[config.mk]
export PLATFORM = sky130hd
export DESIGN_NAME = pipe_sequencer
export DESIGN_NICKNAME = d
export VERILOG_FILES = /design/src/rtl/pipe_sequencer.sv
export SDC_FILE = /design/constraint.sdc
export NUM_CORES = 1
export LEC_CHECK = 0
export ABC_AREA = 1
export ABC_CLOCK_PERIOD_IN_PS = 3800
export BUFFER_PORTS_ARGS = -buffer_cell sky130_fd_sc_hd__buf_2
export CORE_ASPECT_RATIO = 1.75
export CORE_MARGIN = 2
export CORE_UTILIZATION = 53
export CTS_CLUSTER_DIAMETER = 50
export CTS_CLUSTER_SIZE = 8
export DETAILED_ROUTE_END_ITERATION = 8
export HOLD_SLACK_MARGIN = 0.02
export PLACE_DENSITY = 0.93
export SLEW_MARGIN = 20
export SYNTH_ARGS = -nofsm -noshare
export SYNTH_HDL_FRONTEND = slang
export SYNTH_SLANG_ARGS = --single-unit
[constraint.sdc]
create_clock -name clk -period 3.8 [get_ports clk]
set_input_delay 0.57 -clock clk [delete_from_list [all_inputs] [get_ports clk]]
set_output_delay 0.57 -clock clk [all_outputs]
set_load 0.1 [all_outputs]
[src/rtl/pipe_sequencer.sv]
// Fetch/decode/execute pipeline controller for the 4-bit core: PC, stage valids, carry flag,
// branch resolution and RAW hazard handling. Define PIPE_FWD_EN to forward instead of stalling.
module pipe_sequencer #(
    parameter logic [3:0] RESET_PC = 4'h0
) (
    input  logic       clk,
    input  logic       rst,
    input  logic       run,
    output logic [3:0] imem_addr,
    input  logic [7:0] imem_data,
    output logic [7:0] id_inst,
    output logic       id_valid,
    output logic [7:0] ex_inst,
    output logic       ex_valid,
    input  logic       ex_carry,
    output logic       ex_wr,
    output logic       ex_dst,
    output logic       ex_out_en,
    output logic       jump_taken,
    output logic       stall,
    output logic       fwd_a,
    output logic       fwd_b,
    output logic       carry_flag
);

    localparam int unsigned PC_W = 4;

    logic [PC_W-1:0] pc;
    logic id_rd_a, id_rd_b;
    logic ex_wr_dec, ex_dst_dec, ex_out_dec, ex_add, ex_clr, ex_jmp, ex_jnc;
    logic ex_wr_raw, haz_a, haz_b;

    // Operand reads of the instruction sitting in decode
    always_comb begin
        id_rd_a = 1'b0;
        id_rd_b = 1'b0;
        case (id_inst[7:4])
            4'b0000, 4'b0100:         id_rd_a = 1'b1;
            4'b0101, 4'b0001, 4'b1001: id_rd_b = 1'b1;
            default: ;
        endcase
    end

    // Side effects of the instruction sitting in execute
    always_comb begin
        ex_wr_dec  = 1'b0;
        ex_dst_dec = 1'b0;
        ex_out_dec = 1'b0;
        ex_add     = 1'b0;
        ex_clr     = 1'b0;
        ex_jmp     = 1'b0;
        ex_jnc     = 1'b0;
        case (ex_inst[7:4])
            4'b0000: begin ex_wr_dec = 1'b1; ex_add = 1'b1; end
            4'b0101: begin ex_wr_dec = 1'b1; ex_dst_dec = 1'b1; ex_add = 1'b1; end
            4'b0011, 4'b0001, 4'b0010: begin ex_wr_dec = 1'b1; ex_clr = 1'b1; end
            4'b0111, 4'b0100, 4'b0110: begin
                ex_wr_dec  = 1'b1;
                ex_dst_dec = 1'b1;
                ex_clr     = 1'b1;
            end
            4'b1001, 4'b1011: ex_out_dec = 1'b1;
            4'b1111: ex_jmp = 1'b1;
            4'b1110: ex_jnc = 1'b1;
            default: ;
        endcase
    end

    assign imem_addr  = pc;
    assign ex_wr_raw  = ex_valid & ex_wr_dec;
    assign ex_wr      = ex_wr_raw & run;
    assign ex_out_en  = ex_valid & ex_out_dec & run;
    assign ex_dst     = ex_dst_dec;
    // JNC looks at the flag as it stood before this cycle's EX update
    assign jump_taken = ex_valid & (ex_jmp | (ex_jnc & ~carry_flag));
    assign haz_a      = id_valid & ex_wr_raw & ~ex_dst_dec & id_rd_a;
    assign haz_b      = id_valid & ex_wr_raw &  ex_dst_dec & id_rd_b;

`ifdef PIPE_FWD_EN
    assign stall = 1'b0;
    assign fwd_a = haz_a;
    assign fwd_b = haz_b;
`else
    assign stall = (haz_a | haz_b) & ~jump_taken;
    assign fwd_a = 1'b0;
    assign fwd_b = 1'b0;
`endif

    // Pipeline advance: flush beats stall beats normal flow
    always_ff @(posedge clk or posedge rst) begin
        if (rst) begin
            pc         <= RESET_PC;
            id_inst    <= 8'h00;
            id_valid   <= 1'b0;
            ex_inst    <= 8'h00;
            ex_valid   <= 1'b0;
            carry_flag <= 1'b0;
        end else if (run) begin
            if (ex_valid) begin
                if (ex_add)
                    carry_flag <= ex_carry;
                else if (ex_clr)
                    carry_flag <= 1'b0;
            end
            if (jump_taken) begin
                pc       <= ex_inst[3:0];
                id_valid <= 1'b0;
                ex_valid <= 1'b0;
            end else if (stall) begin
                ex_valid <= 1'b0;
            end else begin
                ex_inst  <= id_inst;
                ex_valid <= id_valid;
                id_inst  <= imem_data;
                id_valid <= 1'b1;
                pc       <= pc + PC_W'(1);
            end
        end
    end

endmodule

==> results.env <==
DETAIL-ROUTE-ANTENNA-NETS=0
CTS-RESIZED-GATES=0
DRT-VIAS-PER-INSTANCE=5.33
NUMBER_OF_SINKS_DRIVEN_BY_THE_CLOCK_TREE=23
PIN_COUNT=42
SYNTH_MOST_COMMON_CELL='nand2_1'
SYNTH_TOP_FAMILY_BY_AREA='simple AND/OR/NAND/NOR gates'
MAX_STAGE_DELAY_NS=0.47
FINAL_CELL_COUNT_NO_FILL=214
DRT-PASS1-ITER-COUNT=4
YOSYS.AREA_SHARE.ADDER_PCT=1.02
PLACEABLECOREAREA_UM2=2240
CRITICAL_PATH.STARTPOINT_TYPE='flop'
DRV_CAP=0
DIE_WIDTH_UM=40.4
HOLD-WORST-SLACK_NS=0.455
POST_SYNTH.CELL_AREA_AVG_UM2=8.01
CRIT_FAMILY='buffers and inverters'
SYN2LAYOUT_AREA_GROWTH_PCT=17.8
N_ANTENNA_CELL=0
DETAIL_ROUTE.DRC_VIOLATIONS=0
MAXSLEWHEADROOM_PCT=45.0
GROUTE.USAGE.OVERALL_PCT=22.5
SYNTH_CELL_TYPE_COUNT=21
POST_SYNTH_MOST_FREQUENT_CELLS='nand2_1, dfrtp_1, nand4_1'
PERIOD_NEEDED_NS=2.52
YS_WARN_COUNT=0
CTS-BUFFERS-INSERTED=3
POST-SYNTH-TOP-AREA-FRACTION_PCT=46.9
START_UTIL_PCT=54.6
FIN_SKEW_NS=0.00264
HOLD_BUFS_AT_CTS=0
YOSYS.AREA_SHARE.XOR_XNOR_PCT=0.714
ROUTED_WIRE_LENGTH_PER_INSTANCE_UM=12.1
POST_SYNTH_AND_OR_NAND_NOR_AREA_FRACTION_PCT=40.0
MIN_PERIOD_OVER_PERIOD_PCT=66.4
FP.DIEAREA_UM2=2730
NUMPORTBUFFERS=39
ROUTE.VIAS.TOTAL=1141
POSTPLACECELLAREA_UM2=1400
SEQ_AREA_UM2=576
GP_CONGESTION=0.764
SYNTH_EDF_COUNT=0
POSTLAYOUTCELLAREA_UM2=1440
SYNTH_ASYNC_SR_FLOP_SHARE_PCT=100
DOMINANTREGCELLSYNTH='dfrtp_1'
ROUTED_WIRELENGTH_UM=2590
CTS_CLK_PIN_SLEW_WORST_PATHS_NS=0.08
CRIT_PATH_CELL_TRACE='nand2_1 -> nor2_1 -> nand2_2 -> inv_1 -> buf_2'
FMAX_MHz=396
WORSTPATHBUFFERINVERTERCOUNT=2
DIE_Y_UM=67.6
CTS-ROOT-BUF='clkbuf_8'
NNETSFINAL=203
FINALMAXSLEWVIOLATIONS=0
GRT_PASS1_VIAS=1058
LEAKAGE_uW=0.000829
CLOCK_TREE_FROM_TRITONCTS='done'
CTS-ROOT-TO-SINK-BUFFERS=2
WORST_HOLD_PATH_TYPE='input pin to asynchronous set/reset pin'
SLOWEST_STAGE='dfrtp_1'
COMPOUND_CELL_AREA_SHARE_OF_THE_YOSYS_NETLIST_PCT=1.22
DRT_ITER0_MARKERS=29
PLACE_INST=210
MULTIINPUTGATEAREA_UM2=544
NUMBER_OF_H_TREE_LEVELS=1
OUTCOME='completed'
LARGEST_NET_DEGREE_AT_THE_START_OF_GLOBAL_ROUTING=24
GRT_SETUP_UNREPAIRED='false'
HOLD_VIOL_FINAL=0
CRIT_ARRIVAL_NS=1.95
SYNTH-SEQ-AREA-SHARE_PCT=46.9
WORST-SETUP-PATH-TYPE='flop to primary output'
HPWL_UM=1900
POWER.DENSITY_CELL_AREA_nW_PER_UM2=889
POST_ROUTE_CELLS_DRIVE_ABOVE_1_SHARE_PCT=28.0
SETUP_VIOL_COUNT_FINAL=0
SYNTH_TOP_CELLS_BY_AREA='dfrtp_1, nand2_1, nand4_1'
YOSYS_REGISTER_BITS=23
CLOCK_LATENCY_NS=0.26
NUMBER_OF_ANTENNA_VIOLATIONS_AT_THE_FIRST_CHECK_IN_GLOBAL_ROUTING=0
VDD_IR_DROP_MAX_mV=0.414
GRT_FIRST_PASS_WIRELENGTH_UM=4310
CRITICAL_PATH_CAPTURE_POINT_TYPE='primary output'
PORTION_OF_NETLIST_AREA_OCCUPIED_BY_MUX_CELLS_PCT=0
CRIT_REQUIRED_NS=3.23
TOTALNEGATIVESETUPSLACK_NS=0
GLOBALROUTEOVERFLOWTOTAL=0
SYNTH.CELL_AREA_UM2=1230
FILLERS=218
POST-CTS-SETUP-BUFFER-COUNT=0
WORST-SLEW-PIN-TRANSITION_NS=0.824
CRITPATHMAXFANOUT=21
NUM_ROWS=23
NETLIST_INSTANCES=153
POST-SYNTH-TOP-AREA-CELL='dfrtp_1'
stage by stage:
step                power (µW)  setup slack, ns  util [%]
CTS                       1290             1.29      64.3
global route              1350             1.13      64.3
finish                    1280             1.28      64.3
floorplan                 1030            0.611         -
detailed placement        1140             1.55      62.3
global placement          1130             1.59      62.3
flip-flops by register name, indices dropped and copies added, names as in the netlist:
| register | cells |
|---|---|
| carry_flag | 1 |
| ex_inst | 8 |
| ex_valid | 1 |
| id_inst | 8 |
| id_valid | 1 |
| imem_addr | 4 |
cell type report:
type	count	share of cell area [%]
Sequential cell	23	39.9
Clock buffer	4	3.12
Tap cell	25	2.17
Timing Repair Buffer	39	13.5
Multi-Input combinational cell	109	37.7
Inverter	14	3.64
final timing paths:
path	cells past startpoint	end	slack (ns)	start
hold / removal	2	ex_inst[3]$_DFFE_PP0P_	0.45	rst
min in group clk	2	ex_inst[3]$_DFFE_PP0P_	0.49	ex_inst[3]$_DFFE_PP0P_
setup / recovery	5	jump_taken	1.28	ex_inst[7]$_DFFE_PP0P_
hold reg to reg	2	ex_inst[3]$_DFFE_PP0P_	0.49	ex_inst[3]$_DFFE_PP0P_
max in group asynchronous	2	id_inst[0]$_DFFE_PP0P_	2.83	rst
setup reg to reg	8	imem_addr[0]$_DFFE_PP0P_	2.25	ex_inst[7]$_DFFE_PP0P_
kinds of logic after synthesis:
group	after synthesis
other	1
AOI/OAI and AO/OA	3
buffers and inverters	22
and+or+nand+nor	102
xor gates and xnor gates	1
adders and majority gates	1
DFF	23
per-layer routing:
layer | GRT usage, % | vias up | routed length (µm)
li1 | - | 564 | -
met1 | 27.3 | 542 | 1030
met2 | 37.3 | 28 | 1400
met3 | 3.62 | 7 | 105
met4 | 9.58 | 0 | 51
met5 | 0 | - | 0
cells in the final DEF, fill, tap and decap left out:
master and count:
nand2_1 66, buf_2 39, dfrtp_1 23, nand4_1 20, inv_1 12, nand3_1 3, nand2_2 3, nor2_1 3
o21ai_0 3, clkbuf_8 3, inv_2 2, nor3_2 2, conb_1 2, nor2_4 1, nand2_8 1, nand3_4 1
xnor2_1 1, or2_2 1, nor3b_1 1, ha_1 1, clkbuf_1 1
where the power goes:
| group | total [µW] | switching (µW) | internal, µW |
|---|---|---|---|
| sequential | 375 | 69.9 | 305 |
| clock | 149 | 73.9 | 74.8 |
| combinational | 760 | 642 | 118 |
| total | 1280 | 786 | 498 |
worst register-to-register path, cell delays in order (launching register included):
cell,delay (ns)
dfrtp_1,0.47
nand2_1,0.13
nor2_1,0.14
nand2_2,0.24
inv_1,0.25
nand2_1,0.08
o21ai_0,0.07
nand2_1,0.07
nand2_1,0.05
Power figures use the tool's default switching activity.
